File: src/rtl/psum_acc_pkg.sv
// Shared definitions for the partial-sum accumulator: FSM encoding and default widths.
package psum_acc_pkg;

  localparam int unsigned DEF_DATA_WIDTH  = 8;
  localparam int unsigned DEF_ACC_WIDTH   = 32;
  localparam int unsigned DEF_CNT_WIDTH   = 8;
  localparam int unsigned DEF_SHIFT_WIDTH = 5;

  // Column psum width from the MAC array: product of two operands plus growth bits.
  function automatic int unsigned col_out_width(input int unsigned data_width);
    return 2 * data_width + 3;
  endfunction

  localparam int unsigned DEF_COLUMN_OUT_WIDTH = col_out_width(DEF_DATA_WIDTH);

  typedef enum logic [1:0] {
    ST_IDLE  = 2'd0,
    ST_ACCUM = 2'd1,
    ST_EMIT  = 2'd2
  } state_t;

endpackage

File: src/rtl/psum_accumulator_if.sv
// Psum input stream and activation output stream of the accumulator.
interface psum_accumulator_if
  import psum_acc_pkg::*;
#(
  parameter int unsigned DATA_WIDTH       = DEF_DATA_WIDTH,
  parameter int unsigned COLUMN_OUT_WIDTH = DEF_COLUMN_OUT_WIDTH
);

  logic                               i_psum_valid;
  logic signed [COLUMN_OUT_WIDTH-1:0] i_psum_column;
  logic                               o_psum_ready;
  logic                               o_out_valid;
  logic signed [DATA_WIDTH-1:0]       o_out_data;
  logic                               i_out_ready;

  // Upstream psum producer and downstream activation consumer side.
  modport master (
    output i_psum_valid,
    output i_psum_column,
    input  o_psum_ready,
    input  o_out_valid,
    input  o_out_data,
    output i_out_ready
  );

  // Accumulator side.
  modport slave (
    input  i_psum_valid,
    input  i_psum_column,
    output o_psum_ready,
    output o_out_valid,
    output o_out_data,
    input  i_out_ready
  );

endinterface

File: src/rtl/psum_quantizer.sv
// Requantizes a wide signed accumulator value: round-half-up shift, optional ReLU, saturate.
module psum_quantizer
  import psum_acc_pkg::*;
#(
  parameter int unsigned DATA_WIDTH  = DEF_DATA_WIDTH,
  parameter int unsigned ACC_WIDTH   = DEF_ACC_WIDTH,
  parameter int unsigned SHIFT_WIDTH = DEF_SHIFT_WIDTH
) (
  input  logic signed [ACC_WIDTH-1:0]  sum_i,
  input  logic [SHIFT_WIDTH-1:0]       shift_i,
  input  logic                         relu_en_i,
  output logic signed [DATA_WIDTH-1:0] data_c_o
);

  // One guard bit so adding the rounding constant can never wrap.
  localparam int unsigned EXT_W = ACC_WIDTH + 1;

  localparam logic signed [EXT_W-1:0] SAT_MAX =
    {{(EXT_W - DATA_WIDTH + 1){1'b0}}, {(DATA_WIDTH - 1){1'b1}}};
  localparam logic signed [EXT_W-1:0] SAT_MIN =
    {{(EXT_W - DATA_WIDTH + 1){1'b1}}, {(DATA_WIDTH - 1){1'b0}}};

  logic signed [EXT_W-1:0] sum_ext;
  logic signed [EXT_W-1:0] rnd_bias;
  logic signed [EXT_W-1:0] shifted;

  // Round, shift, rectify and clamp to the activation range.
  always_comb begin
    sum_ext  = {sum_i[ACC_WIDTH-1], sum_i};
    rnd_bias = '0;
    if (shift_i != '0) begin
      rnd_bias = EXT_W'(1) << (shift_i - SHIFT_WIDTH'(1));
    end
    shifted = (sum_ext + rnd_bias) >>> shift_i;
    if (relu_en_i && shifted[EXT_W-1]) begin
      shifted = '0;
    end
    if (shifted > SAT_MAX) begin
      data_c_o = {1'b0, {(DATA_WIDTH - 1){1'b1}}};
    end else if (shifted < SAT_MIN) begin
      data_c_o = {1'b1, {(DATA_WIDTH - 1){1'b0}}};
    end else begin
      data_c_o = shifted[DATA_WIDTH-1:0];
    end
  end

endmodule

File: src/rtl/psum_accumulator.sv
// Accumulates column partial sums onto a bias and emits one quantized activation per group.
module psum_accumulator
  import psum_acc_pkg::*;
#(
  parameter int unsigned DATA_WIDTH       = DEF_DATA_WIDTH,
  parameter int unsigned COLUMN_OUT_WIDTH = col_out_width(DATA_WIDTH),
  parameter int unsigned ACC_WIDTH        = DEF_ACC_WIDTH,
  parameter int unsigned CNT_WIDTH        = DEF_CNT_WIDTH,
  parameter int unsigned SHIFT_WIDTH      = DEF_SHIFT_WIDTH
) (
  input  logic                   i_clk,
  input  logic                   i_rst,
  input  logic                   i_start,
  input  logic [CNT_WIDTH-1:0]   i_acc_len,
  input  logic [CNT_WIDTH-1:0]   i_num_out,
  input  logic [ACC_WIDTH-1:0]   i_bias,
  input  logic [SHIFT_WIDTH-1:0] i_shift,
  input  logic                   i_relu_en,
  psum_accumulator_if.slave      bus,
  output logic                   o_busy,
  output logic                   o_done
);

  localparam int unsigned EXT_BITS = ACC_WIDTH - COLUMN_OUT_WIDTH;

  state_t                       state_q,      state_d;
  logic signed [ACC_WIDTH-1:0]  acc_q,        acc_d;
  logic [CNT_WIDTH-1:0]         psum_cnt_q,   psum_cnt_d;
  logic [CNT_WIDTH-1:0]         out_cnt_q,    out_cnt_d;
  logic [CNT_WIDTH-1:0]         acc_len_q,    acc_len_d;
  logic [CNT_WIDTH-1:0]         num_out_q,    num_out_d;
  logic signed [ACC_WIDTH-1:0]  bias_q,       bias_d;
  logic [SHIFT_WIDTH-1:0]       shift_q,      shift_d;
  logic                         relu_en_q,    relu_en_d;
  logic signed [DATA_WIDTH-1:0] out_data_q,   out_data_d;
  logic                         psum_ready_q, psum_ready_d;
  logic                         out_valid_q,  out_valid_d;
  logic                         busy_q,       busy_d;
  logic                         done_q,       done_d;

  logic                         psum_hs_c;
  logic                         out_hs_c;
  logic signed [ACC_WIDTH-1:0]  acc_sum_c;
  logic signed [DATA_WIDTH-1:0] quant_c;

  assign psum_hs_c = bus.i_psum_valid && psum_ready_q;
  assign out_hs_c  = out_valid_q && bus.i_out_ready;
  assign acc_sum_c = acc_q + {{EXT_BITS{bus.i_psum_column[COLUMN_OUT_WIDTH-1]}},
                              bus.i_psum_column};

  // Quantize the running sum including the psum currently being accepted.
  psum_quantizer #(
    .DATA_WIDTH  (DATA_WIDTH),
    .ACC_WIDTH   (ACC_WIDTH),
    .SHIFT_WIDTH (SHIFT_WIDTH)
  ) u_quantizer (
    .sum_i     (acc_sum_c),
    .shift_i   (shift_q),
    .relu_en_i (relu_en_q),
    .data_c_o  (quant_c)
  );

  // Next-state, datapath and output decode.
  always_comb begin
    state_d    = state_q;
    acc_d      = acc_q;
    psum_cnt_d = psum_cnt_q;
    out_cnt_d  = out_cnt_q;
    acc_len_d  = acc_len_q;
    num_out_d  = num_out_q;
    bias_d     = bias_q;
    shift_d    = shift_q;
    relu_en_d  = relu_en_q;
    out_data_d = out_data_q;
    done_d     = 1'b0;

    case (state_q)
      ST_IDLE: begin
        if (i_start) begin
          acc_len_d  = (i_acc_len == '0) ? CNT_WIDTH'(1) : i_acc_len;
          num_out_d  = (i_num_out == '0) ? CNT_WIDTH'(1) : i_num_out;
          bias_d     = i_bias;
          shift_d    = i_shift;
          relu_en_d  = i_relu_en;
          acc_d      = i_bias;
          psum_cnt_d = '0;
          out_cnt_d  = '0;
          state_d    = ST_ACCUM;
        end
      end
      ST_ACCUM: begin
        if (psum_hs_c) begin
          acc_d      = acc_sum_c;
          psum_cnt_d = psum_cnt_q + CNT_WIDTH'(1);
          if (psum_cnt_q == acc_len_q - CNT_WIDTH'(1)) begin
            out_data_d = quant_c;
            state_d    = ST_EMIT;
          end
        end
      end
      ST_EMIT: begin
        if (out_hs_c) begin
          out_cnt_d = out_cnt_q + CNT_WIDTH'(1);
          if (out_cnt_q == num_out_q - CNT_WIDTH'(1)) begin
            state_d = ST_IDLE;
            done_d  = 1'b1;
          end else begin
            acc_d      = bias_q;
            psum_cnt_d = '0;
            state_d    = ST_ACCUM;
          end
        end
      end
      default: begin
        state_d = ST_IDLE;
      end
    endcase

    psum_ready_d = (state_d == ST_ACCUM);
    out_valid_d  = (state_d == ST_EMIT);
    busy_d       = (state_d != ST_IDLE);
  end

  // State and datapath registers with synchronous reset.
  always_ff @(posedge i_clk) begin
    if (i_rst) begin
      state_q      <= ST_IDLE;
      acc_q        <= '0;
      psum_cnt_q   <= '0;
      out_cnt_q    <= '0;
      acc_len_q    <= '0;
      num_out_q    <= '0;
      bias_q       <= '0;
      shift_q      <= '0;
      relu_en_q    <= 1'b0;
      out_data_q   <= '0;
      psum_ready_q <= 1'b0;
      out_valid_q  <= 1'b0;
      busy_q       <= 1'b0;
      done_q       <= 1'b0;
    end else begin
      state_q      <= state_d;
      acc_q        <= acc_d;
      psum_cnt_q   <= psum_cnt_d;
      out_cnt_q    <= out_cnt_d;
      acc_len_q    <= acc_len_d;
      num_out_q    <= num_out_d;
      bias_q       <= bias_d;
      shift_q      <= shift_d;
      relu_en_q    <= relu_en_d;
      out_data_q   <= out_data_d;
      psum_ready_q <= psum_ready_d;
      out_valid_q  <= out_valid_d;
      busy_q       <= busy_d;
      done_q       <= done_d;
    end
  end

  assign bus.o_psum_ready = psum_ready_q;
  assign bus.o_out_valid  = out_valid_q;
  assign bus.o_out_data   = out_data_q;
  assign o_busy           = busy_q;
  assign o_done           = done_q;

endmodule

File: src/flat_wrapper.sv
// flat-port wrapper written by rule: the top's interface ports become plain ports
module psum_accumulator_flat import psum_acc_pkg::*;
#(
  parameter int unsigned DATA_WIDTH       = DEF_DATA_WIDTH,
  parameter int unsigned COLUMN_OUT_WIDTH = col_out_width(DATA_WIDTH),
  parameter int unsigned ACC_WIDTH        = DEF_ACC_WIDTH,
  parameter int unsigned CNT_WIDTH        = DEF_CNT_WIDTH,
  parameter int unsigned SHIFT_WIDTH      = DEF_SHIFT_WIDTH
)
  (i_clk, i_rst, i_start, i_acc_len, i_num_out, i_bias, i_shift, i_relu_en, o_busy, o_done, bus_i_psum_valid, bus_i_psum_column, bus_o_psum_ready, bus_o_out_valid, bus_o_out_data, bus_i_out_ready);
  psum_accumulator_if #(.DATA_WIDTH(DATA_WIDTH), .COLUMN_OUT_WIDTH(COLUMN_OUT_WIDTH)) bus_i ();
  input  logic i_clk;
  input  logic i_rst;
  input  logic i_start;
  input  logic [CNT_WIDTH-1:0] i_acc_len;
  input  logic [CNT_WIDTH-1:0] i_num_out;
  input  logic [ACC_WIDTH-1:0] i_bias;
  input  logic [SHIFT_WIDTH-1:0] i_shift;
  input  logic i_relu_en;
  output logic o_busy;
  output logic o_done;
  input wire logic [$bits(bus_i.i_psum_valid)-1:0] bus_i_psum_valid;
  input wire logic [$bits(bus_i.i_psum_column)-1:0] bus_i_psum_column;
  output wire logic [$bits(bus_i.o_psum_ready)-1:0] bus_o_psum_ready;
  output wire logic [$bits(bus_i.o_out_valid)-1:0] bus_o_out_valid;
  output wire logic [$bits(bus_i.o_out_data)-1:0] bus_o_out_data;
  input wire logic [$bits(bus_i.i_out_ready)-1:0] bus_i_out_ready;
  assign bus_i.i_psum_valid = bus_i_psum_valid;
  assign bus_i.i_psum_column = bus_i_psum_column;
  assign bus_o_psum_ready = bus_i.o_psum_ready;
  assign bus_o_out_valid = bus_i.o_out_valid;
  assign bus_o_out_data = bus_i.o_out_data;
  assign bus_i.i_out_ready = bus_i_out_ready;
  psum_accumulator #(.DATA_WIDTH(DATA_WIDTH), .COLUMN_OUT_WIDTH(COLUMN_OUT_WIDTH), .ACC_WIDTH(ACC_WIDTH), .CNT_WIDTH(CNT_WIDTH), .SHIFT_WIDTH(SHIFT_WIDTH)) u_core (.i_clk(i_clk), .i_rst(i_rst), .i_start(i_start), .i_acc_len(i_acc_len), .i_num_out(i_num_out), .i_bias(i_bias), .i_shift(i_shift), .i_relu_en(i_relu_en), .bus(bus_i), .o_busy(o_busy), .o_done(o_done));
endmodule
File: config.mk
export PLATFORM = sky130hd
export DESIGN_NAME = psum_accumulator_flat
export DESIGN_NICKNAME = d
export VERILOG_FILES = /design/src/rtl/psum_acc_pkg.sv /design/src/rtl/psum_accumulator_if.sv /design/src/rtl/psum_quantizer.sv /design/src/rtl/psum_accumulator.sv /design/src/flat_wrapper.sv
export SDC_FILE = /design/constraint.sdc
export NUM_CORES = 1
export LEC_CHECK = 0
export ABC_AREA = 1
export BUFFER_PORTS_ARGS = -buffer_cell sky130_fd_sc_hd__buf_2
export CAP_MARGIN = 10
export CORE_MARGIN = 2
export CORE_UTILIZATION = 40
export CTS_CLUSTER_SIZE = 16
export DETAILED_ROUTE_END_ITERATION = 16
export PLACE_DENSITY = 0.57
export SLEW_MARGIN = 10
export SYNTH_ARGS = -nofsm -noshare
export SYNTH_HDL_FRONTEND = slang
export SYNTH_SLANG_ARGS = --single-unit
export TNS_END_PERCENT = 30
File: constraint.sdc
create_clock -name i_clk -period 6.9 [get_ports i_clk]
set_input_delay 0 -clock i_clk [delete_from_list [all_inputs] [get_ports i_clk]]
set_output_delay 0 -clock i_clk [all_outputs]
set_load 0.01 [all_outputs]
==> results of run 1 <==
## sequential cells by signal (all words and copies together), names as in the netlist, 5 cells and up
register	cells
u_core.shift_q	5
u_core.psum_cnt_q	8
u_core.num_out_q	8
u_core.acc_len_q	8
u_core.out_cnt_q	8
u_core.bias_q	32
u_core.acc_q	32
u_core.bus.o_out_data	8
## cell families (layout without fill, tap and decap cells)
| family | Yosys count | count (layout) | share of synthesized area, % |
|---|---|---|---|
| compound gates | 329 | 329 | 16.0 |
| other cells | 1 | 1 | 0.0308 |
| xor+xnor | 65 | 65 | 4.68 |
| flops | 116 | 116 | 19.1 |
| fa+ha+maj | 73 | 73 | 7.63 |
| buf+inv | 339 | 451 | 10.7 |
| simple gates | 1186 | 1186 | 41.8 |
## through the flow
| stage | cell area (um^2) | std cells | setup slack, ps | hold WS [ps] | total power (uW) |
|---|---|---|---|---|---|
| final | 14100 | 2611 | 974 | 51.7 | 3650 |
| after global routing | 14100 | 2611 | 320 | 72.2 | 3950 |
| after CTS | 14100 | 2611 | 1010 | 33.5 | 3650 |
| after detailed placement | 12900 | 2522 | 1040 | 276 | 2690 |
| after global placement | 12900 | 2522 | 1120 | 266 | 2700 |
| after floorplan | 12200 | 2109 | 1980 | 148 | 2190 |
## critical path, delay by kind of cell, from the launching register on
family	cells	cell delay (ps)
buffers and inverters	4	220
adder cells (fa/ha/maj)	3	940
AO/OA/AOI/OAI	11	1920
AND/OR/NAND/NOR	25	2400
flip-flops	1	330
## layout make-up
class                   count  area (um^2)
repair buffers            164         1150
multi-input cells        1654         8550
clock buffers              21          460
flip-flops and latches    116         2320
clock inverters            11          150
inverters                 255          965
fillers                  3225        15700
well taps                 390          488
## metal layers
metal,vias to the layer above,track usage [%],part of all wire [%]
li1,7090,-,-
met5,-,0,0.053
met1,6221,36.1,47
met3,83,2.90,4.6
met2,386,44.2,45
met4,4,8.47,2.8
## power groups by stage
stage	clock network, uW	logic [uW]	registers (uW)
3_3_place_gp	0	1900	796
2_1_floorplan	0	1410	779
4_1_cts	929	1930	784
3_5_place_dp	0	1890	797
5_1_grt	958	2200	791
6_report	916	1950	785
## cell usage in the layout, fill, tap and decap left out, types with 31 or more instances in the layout
cell and n:
buf_2 89, inv_1 241, xnor2_1 31, a21oi_1 113, dfxtp_1 116, ha_1 71, nand2_1 589, nand3_1 257
xor2_1 34, nor2_1 247, o21ai_0 119, dlygate4sd3_1 57
## worst paths after layout
path	end	start	depth (start not counted)
max reg2reg	u_core.bus.o_out_data[6]	u_core.acc_q[0]	43
max	u_core.bus.o_out_data[6]	u_core.acc_q[0]	43
min	u_core.bus.o_out_data[7]	bus_i_psum_valid	5
min reg2reg	u_core.bus.o_out_data[7]	u_core.bus.o_out_data[7]	2
## what timing repair did
action                    4_1_cts  5_1_grt
gates resized for setup         0        0
hold endpoints to repair       86        0
hold buffers                   57        0
==> results.sh, run 1 <==
export IMPL_worstMarginPinSlew_ps=1250
export IMPL_yosysWarnings=0
export IMPL_worstPathArrival_ps=6250
export IMPL_core_um2=29800
export IMPL_path_class="flop to flop"
export IMPL_p_leak_uw=0.00724
export IMPL_seq_area_frac_synth_pct=19.1
export IMPL_std_cell_rows=63
export IMPL_intPower_uw=1960
export IMPL_route_detailed_drc=0
export IMPL_crit_top_cell="nand2_1"
export IMPL_fin_crit_sh_pct=85.9
export IMPL_status="finished clean"
export IMPL_cp_end_kind="flop"
export IMPL_rsz0062_at_grt="no"
export IMPL_port_buffers=89
export IMPL_yosys_register_bits=116
export IMPL_numCtsBuffers=17
export IMPL_num_vias=13784
export IMPL_combPwrFrac_pct=53.4
export IMPL_p_per_area_nw_per_um2=259
export IMPL_cts_clk_slew_worst_paths_ps=60
export IMPL_die_area_um2=31800
export IMPL_cts_tree="built"
export IMPL_period_minus_slack_ps=5930
export IMPL_grt_use_total_pct=26.7
export IMPL_min_path_type="input port to flop"
export IMPL_synth_cell_type_count=61
export IMPL_drtIter0Drc=997
export IMPL_synth_area_leaders="dfxtp_1 (19%), nand2_1 (18%), nand3_1 (11%)"
export IMPL_synth_common_cells="nand2_1 (590), nand3_1 (257), nor2_1 (247)"
export IMPL_syn_area_per_cell_um2=5.77
export IMPL_antenna_found_initial=2
export IMPL_p_sw_share_pct=46.4
export IMPL_synth_top_area_share_pct=19.1
export IMPL_dr_pass1_iters=5
export IMPL_cts_root_buffer="clkbuf_16"
export IMPL_grt_max_degree=69
export IMPL_layout_drive_gt1_share_pct=9.10
export IMPL_clock_sinks=116
export IMPL_start_kind="flop"
export IMPL_clock_fmax_mhz=169
export IMPL_htreeDepth=4
export IMPL_clkLatencyLatePin_ps=420
export IMPL_ios=90
export IMPL_cts_buffer_depth=2
export IMPL_max_slew_margin_rel_pct=16.6
export IMPL_worstPathMaxFanout=7
export IMPL_synth_async_reset_ratio_pct=0
export IMPL_dp_hpwl_um=32100
export IMPL_final_hold_viol_count=0
export IMPL_crit_path_max_incr_delay_ps=400
export IMPL_n_antenna_cell=0
export IMPL_area_growth_pct=15.7
export IMPL_max_cap_viol_count=0
export IMPL_syn_nets=2260
export IMPL_finalSetupTns_ps=0
export IMPL_die_w_um=178
export IMPL_clock_skew_ps=7.82
export IMPL_crit_slowest_cell="fa_1"
export IMPL_postCtsSetupBuffers=0
export IMPL_vdd_ir_drop_max_mv=0.243
export IMPL_synth_edf_count=0
export IMPL_grt_overflow_total=0
export IMPL_yosysTopAreaCell="dfxtp_1"
export IMPL_switching_power_uw=1690
export IMPL_syn_area_um2=12200
export IMPL_grt_pass1_vias=13096
export IMPL_drtAntennaViolNets=0
export IMPL_setup_viol=0
export IMPL_via_per_inst=5.28
export IMPL_slew_violations=0
export IMPL_cp_required_ps=7230
export IMPL_totalWireLength_um=41600
export IMPL_wl_per_cell_um=15.9
export IMPL_gp_congestion=0.923
export IMPL_p_seq_share_pct=21.5
export IMPL_utilization_pct=47.3
export IMPL_pwr_share_clk_pct=25.1
export IMPL_start_util_pct=40.9
export IMPL_synth_most_common_cell="nand2_1"
export IMPL_synth_ff_type="dfxtp_1"
export IMPL_grt_pass1_wl_um=67400
export IMPL_layout_nets=2359
export IMPL_die_y_um=178
export IMPL_rrSetupSlack_ps=970
export IMPL_synthesis_instances=2109
Power figures use the tool's default switching activity.
==> run 2, diff against run 1 <==
ABC_AREA = unset   (was 1)
==> run 2 against run 1 <==
  * Clock power decreased by 0.7%
  * Core utilization rose by 5.7 points
  * Clock skew is 0.61 ps higher
  * Worst setup slack worse by 750 ps
  * Critical path depth fell by 11
  * First-iteration DRC count up 27%
  * Largest power group unchanged
  * Combinational power barely moved
  * Hold slack better by 92 ps
  * Critical path type unchanged
  * Highest routed layer is now met4
  * Final area up 11%
  * Area after synthesis decreased by 1.5%
  * Critical endpoint is now u_core.bus.o_out_data[3]
==> results.sh, run 2 <==
export IMPL_n_antenna_cell=0
export IMPL_route_detailed_drc=0
export IMPL_grt_max_degree=86
export IMPL_clkLatencyLatePin_ps=430
export IMPL_synth_cell_type_count=118
export IMPL_die_y_um=177
export IMPL_syn_area_per_cell_um2=7.34
export IMPL_crit_top_cell="buf_4"
export IMPL_cts_clk_slew_worst_paths_ps=60
export IMPL_die_area_um2=31400
export IMPL_p_per_area_nw_per_um2=228
export IMPL_slew_violations=0
export IMPL_drtIter0Drc=1269
export IMPL_dr_pass1_iters=6
export IMPL_ios=90
export IMPL_start_kind="flop"
export IMPL_cts_tree="built"
export IMPL_via_per_inst=5.81
export IMPL_wl_met1_um=18800
export IMPL_n_fill_cell=2872
export IMPL_cts_buffer_depth=2
export IMPL_crit_path_max_incr_delay_ps=400
export IMPL_std_cell_rows=63
export IMPL_synth_edf_count=0
export IMPL_grt_use_total_pct=26.5
export IMPL_status="finished clean"
export IMPL_final_hold_viol_count=0
export IMPL_totalWireLength_um=42600
export IMPL_yosys_register_bits=116
export IMPL_port_buffers=89
export IMPL_start_util_pct=40.6
export IMPL_layout_drive_gt1_share_pct=25.1
export IMPL_path_class="flop to flop"
export IMPL_dp_cells=2203
export IMPL_htreeDepth=4
export IMPL_holdWs_ps=144
export IMPL_top_layer_used="met4"
export IMPL_syn_nets=1786
export IMPL_setup_viol=0
export IMPL_drtAntennaViolNets=0
export IMPL_final_cells=2308
export IMPL_top_regs="u_core.acc_q (32), u_core.bias_q (32)"
export IMPL_cpLargestDelayFamily="compound AO/OA/AOI/OAI gates"
export IMPL_antenna_found_initial=0
export IMPL_core_um2=29600
export IMPL_worstPathArrival_ps=7030
export IMPL_clock_skew_ps=8.43
export IMPL_gp_congestion=0.942
export IMPL_place_area_um2=13800
export IMPL_cp_end_kind="flop"
export IMPL_die_w_um=177
export IMPL_total_power_uw=3570
export IMPL_synthesis_instances=1635
export IMPL_wl_per_cell_um=18.4
export IMPL_synth_ff_type="dfxtp_1"
export IMPL_syn_area_um2=12000
export IMPL_max_slew_margin_rel_pct=25.3
export IMPL_synth_async_reset_ratio_pct=0
export IMPL_worstHoldStart="i_start"
export IMPL_period_minus_slack_ps=6680
export IMPL_synth_common_cells="nand2_1 (228), nor2_1 (180), a21oi_1 (162)"
export IMPL_clock_sinks=116
export IMPL_regArea_um2=2320
export IMPL_final_cell_area_um2=15700
export IMPL_seq_area_frac_synth_pct=19.4
export IMPL_num_vias=13398
export IMPL_setup_worst_path_start="u_core.acc_q[0]"
export IMPL_finalSetupTns_ps=0
export IMPL_layout_nets=2056
export IMPL_cp_required_ps=7250
export IMPL_cts_root_buffer="clkbuf_16"
export IMPL_yosysWarnings=0
export IMPL_clock_fmax_mhz=150
export IMPL_synth_most_common_cell="nand2_1"
export IMPL_dp_hpwl_um=31200
export IMPL_grt_overflow_total=0
export IMPL_min_path_type="input port to flop"
export IMPL_grt_pass1_vias=12698
export IMPL_area_growth_pct=30.6
export IMPL_r2r_start="u_core.acc_q[0]"
export IMPL_worstPathMaxFanout=5
export IMPL_worstMarginPinSlew_ps=1120
export IMPL_max_cap_viol_count=0
export IMPL_synth_area_leaders="dfxtp_1 (19%), ha_1 (7.4%), nand2_1 (7.1%)"
export IMPL_crit_slowest_cell="o32a_2"
export IMPL_rsz0062_at_grt="yes"
export IMPL_wl_met2_um=20200
export IMPL_p_leak_uw=0.00676
export IMPL_dr_wl_met3_um=2470
export IMPL_yosysTopAreaCell="dfxtp_1"
export IMPL_vdd_ir_drop_max_mv=0.179
export IMPL_final_cell_mix="nand2_1 (224), buf_4 (206), nor2_1 (178), a21oi_1 (157), dfxtp_1 (115)"
export IMPL_grt_pass1_wl_um=66200
export IMPL_multiInputGateArea_um2=9460
export IMPL_synth_top_area_share_pct=19.4
export IMPL_final_common_cell="nand2_1"
export IMPL_cp_num_buf_inv=4
export IMPL_numCtsBuffers=17
export IMPL_fin_crit_sh_pct=96.8
[run 2: cell type report]
cell class	instances	area share (%)
clock inverter	12	0.982
inverter	44	1.05
multi-input combinational	1368	60.4
sequential	116	14.8
tap	390	3.11
timing repair buffer	358	16.8
clock buffer	20	2.85
[run 2: worst reg2reg max path: cells and delay by family (launching register included)]
| family | cells | cell delay [ps] |
|---|---|---|
| flops | 1 | 340 |
| fa+ha+maj | 3 | 730 |
| compound gates | 18 | 3620 |
| buf+inv | 4 | 490 |
| xor+xnor | 1 | 270 |
| simple gates | 5 | 790 |
| mux | 1 | 360 |
[run 2: cells by family (layout without fill, tap and decap cells)]
kind of cell | after synthesis | in the layout | synth area share [%]
AO/OA/AOI/OAI | 505 | 505 | 29.5
XOR/XNOR | 79 | 79 | 5.77
adder cells (fa/ha/maj) | 73 | 73 | 7.74
buffers and inverters | 151 | 434 | 6.30
flip-flops | 116 | 116 | 19.4
multiplexers | 40 | 40 | 4.77
other | 1 | 1 | 0.0313
AND/OR/NAND/NOR | 670 | 670 | 26.5
[run 2: layer usage]
layer  GRT usage, %  vias up
li1               -     6574
met1           34.7     6364
met2           44.7      390
met3           3.61       70
met4           8.47        0
met5              0        -
[run 2: final timing paths]
check | end | slack [ps] | depth (start not counted)
setup / recovery | u_core.bus.o_out_data[3] | 220 | 32
hold / removal | u_core.state_q[1] | 140 | 6
setup reg to reg | u_core.bus.o_out_data[3] | 220 | 32
hold reg to reg | u_core.bias_q[27] | 450 | 2
[run 2: what timing repair did]
action | 4_1_cts | 5_1_grt
setup buffers | 2 | 10
hold buffers | 63 | 0
hold endpoints to repair | 83 | 0
pin swaps | 3 | 46
gates cloned | 0 | 0
endpoints found under the setup margin | 7 | 7
resized for setup | 11 | 92
[run 2: power breakdown]
| part | leakage (uW) | internal [uW] | switching [uW] |
|---|---|---|---|
| Clock | 0.000287 | 577 | 333 |
| Combinational | 0.00552 | 850 | 1070 |
| Sequential | 0.000951 | 713 | 30.5 |
[run 2: per-stage QoR]
step,setup WS [ps],util (%)
floorplan,326,-
global placement,-157,46.8
detailed placement,-276,46.8
CTS,2.61,51.2
global route,-65.6,53.0
finish,219,53.0
==> run 3, diff against run 2 <==
PLACE_DENSITY = 0.59   (was 0.57)
==> run 3 against run 2 <==
  * Non-clock buffer count up 44
  * Total power rose by 3.7%
  * Fmax fell by 1.6%
  * Die area stayed put
  * Highest routed layer unchanged
==> results.sh, run 3 (same netlist as run 2, synthesis figures left out) <==
export IMPL_start_kind="flop"
export IMPL_worstHoldStart="i_start"
export IMPL_final_hold_viol_count=0
export IMPL_area_growth_pct=35.5
export IMPL_grtUsageMet3_pct=3.14
export IMPL_max_cap_viol_count=0
export IMPL_cts_buffer_depth=2
export IMPL_final_cell_mix="buf_4 (243), nand2_1 (222), nor2_1 (178), a21oi_1 (153), dfxtp_1 (115)"
export IMPL_grt_max_degree=86
export IMPL_top_regs="u_core.acc_q (32), u_core.bias_q (32)"
export IMPL_clkLatencyLatePin_ps=430
export IMPL_num_vias=13663
export IMPL_cts_tree="built"
export IMPL_worstPathArrival_ps=7150
export IMPL_dp_slack_ps=-249
export IMPL_worstMarginPinSlew_ps=1110
export IMPL_via_per_inst=5.81
export IMPL_dp_hpwl_um=31400
export IMPL_grt_pass1_wl_um=66800
export IMPL_p_per_area_nw_per_um2=228
export IMPL_final_common_cell="buf_4"
export IMPL_layout_nets=2100
export IMPL_rr_endpoint="u_core.bus.o_out_data[3]"
export IMPL_reg2regPathDepth=31
export IMPL_met1_usage_pct=35.4
export IMPL_wl_per_cell_um=18.1
export IMPL_core_um2=29600
export IMPL_numCtsBuffers=17
export IMPL_cts_root_buffer="clkbuf_16"
export IMPL_worstPathMaxFanout=6
export IMPL_min_path_type="input port to flop"
export IMPL_whs_endpoint="u_core.bus.o_psum_ready"
export IMPL_die_area_um2=31400
export IMPL_gp_congestion=0.943
export IMPL_grt_use_total_pct=26.5
export IMPL_clock_sinks=116
export IMPL_p_leak_uw=0.00703
export IMPL_grt_use_met2_pct=44.0
export IMPL_cp_required_ps=7260
export IMPL_final_cells=2352
export IMPL_crit_top_cell="buf_4"
export IMPL_status="finished clean"
export IMPL_crit_slowest_cell="or4_4"
export IMPL_worst_slack_ps=108
export IMPL_n_fill_cell=2801
export IMPL_rrSetupSlack_ps=110
export IMPL_die_w_um=177
export IMPL_worstHoldPathCells=5
export IMPL_route_detailed_drc=0
export IMPL_dp_cells=2231
export IMPL_clock_fmax_mhz=147
export IMPL_n_antenna_cell=0
export IMPL_fin_crit_sh_pct=98.4
export IMPL_cts_clk_slew_worst_paths_ps=60
export IMPL_die_y_um=177
export IMPL_std_cell_rows=63
export IMPL_dr_pass1_iters=5
export IMPL_ios=90
export IMPL_crit_path_max_incr_delay_ps=610
export IMPL_vdd_ir_drop_max_mv=0.197
export IMPL_totalWireLength_um=42600
export IMPL_layout_drive_gt1_share_pct=28.0
export IMPL_grt_pass1_vias=12858
export IMPL_grt_overflow_total=0
export IMPL_drtAntennaViolNets=0
export IMPL_top_usage_layer="met2"
export IMPL_slew_violations=0
export IMPL_drtIter0Drc=1174
export IMPL_max_slew_margin_rel_pct=25.7
export IMPL_period_minus_slack_ps=6790
export IMPL_rsz0062_at_grt="yes"
export IMPL_clock_skew_ps=14.2
export IMPL_port_buffers=89
export IMPL_cp_end_kind="flop"
export IMPL_setup_viol=0
export IMPL_holdWs_ps=104
export IMPL_start_util_pct=40.6
export IMPL_path_class="flop to flop"
export IMPL_r2r_start="u_core.acc_q[0]"
export IMPL_htreeDepth=4
export IMPL_finalSetupTns_ps=0
export IMPL_antenna_found_initial=0
==> run 3: changes by cell type in the layout (fill, tap and decap cells not counted), moves of 4 or more <==
| cell | before | now |
|---|---|---|
| buf_4 | 206 | 243 |
| buf_6 | 1 | 8 |
| a21oi_1 | 157 | 153 |
| ha_4 | 4 | 8 |
==> run 3: per-layer routing <==
metal | up-vias | wire length [um]
met4 | 0 | 1060
met2 | 438 | 20300
met3 | 75 | 2140
met1 | 6487 | 19100
met5 | - | 0
li1 | 6663 | -
==> run 3: through the flow <==
| stage | power (uW) | util, % | cell area (um^2) |
|---|---|---|---|
| 2_1_floorplan | 1850 | - | 12000 |
| 3_3_place_gp | 2530 | 47.5 | 14000 |
| 3_5_place_dp | 2530 | 47.5 | 14000 |
| 4_1_cts | 3500 | 51.8 | 15300 |
| 5_1_grt | 3900 | 55.0 | 16300 |
| 6_report | 3710 | 55.0 | 16300 |
==> run 3: timing repair <==
action | 4_1_cts | 5_1_grt
pin swaps | 5 | 84
gates resized for setup | 9 | 138
endpoints found under the setup margin | 7 | 7
endpoints found under the hold margin | 83 | 0
hold buffers | 63 | 0
setup buffers | 2 | 26
==> run 3: worst max-delay path by stage <==
stage	depth (start not counted)	to	slack, ps	startpoint
3_3_place_gp	31	u_core.bus.o_out_data[1]	-170	u_core.acc_q[0]
2_1_floorplan	28	u_core.bus.o_out_data[4]	330	u_core.acc_q[0]
4_1_cts	33	u_core.bus.o_out_data[1]	0.6	u_core.acc_q[0]
6_report	31	u_core.bus.o_out_data[3]	110	u_core.acc_q[0]
5_1_grt	32	u_core.bus.o_out_data[3]	-150	u_core.acc_q[0]
3_5_place_dp	32	u_core.bus.o_out_data[1]	-250	u_core.acc_q[0]
==> run 3: power breakdown <==
group	switching (uW)	internal [uW]	leakage, uW
registers	32.8	713	0.000951
logic	1110	933	0.00579
clock network	328	587	0.000282
==> run 3: cell type report <==
cell class                      instances  area, um^2  area share, %
Inverter                               44         165           1.02
Sequential cell                       116        2320           14.3
Tap cell                              390         488           3.00
Clock buffer                           21         460           2.83
Timing Repair Buffer                  402        2990           18.4
Clock inverter                         11         150          0.924
Multi-Input combinational cell       1368        9680           59.6
==> run 3: worst max-delay path: cells and delay by family (launching register included) <==
family	cells	cell delay (ps)
AND/OR/NAND/NOR	6	1320
AO/OA/AOI/OAI	16	3070
multiplexers	1	520
buffers and inverters	4	460
XOR/XNOR	1	180
adder cells (fa/ha/maj)	3	790
flip-flops	1	360
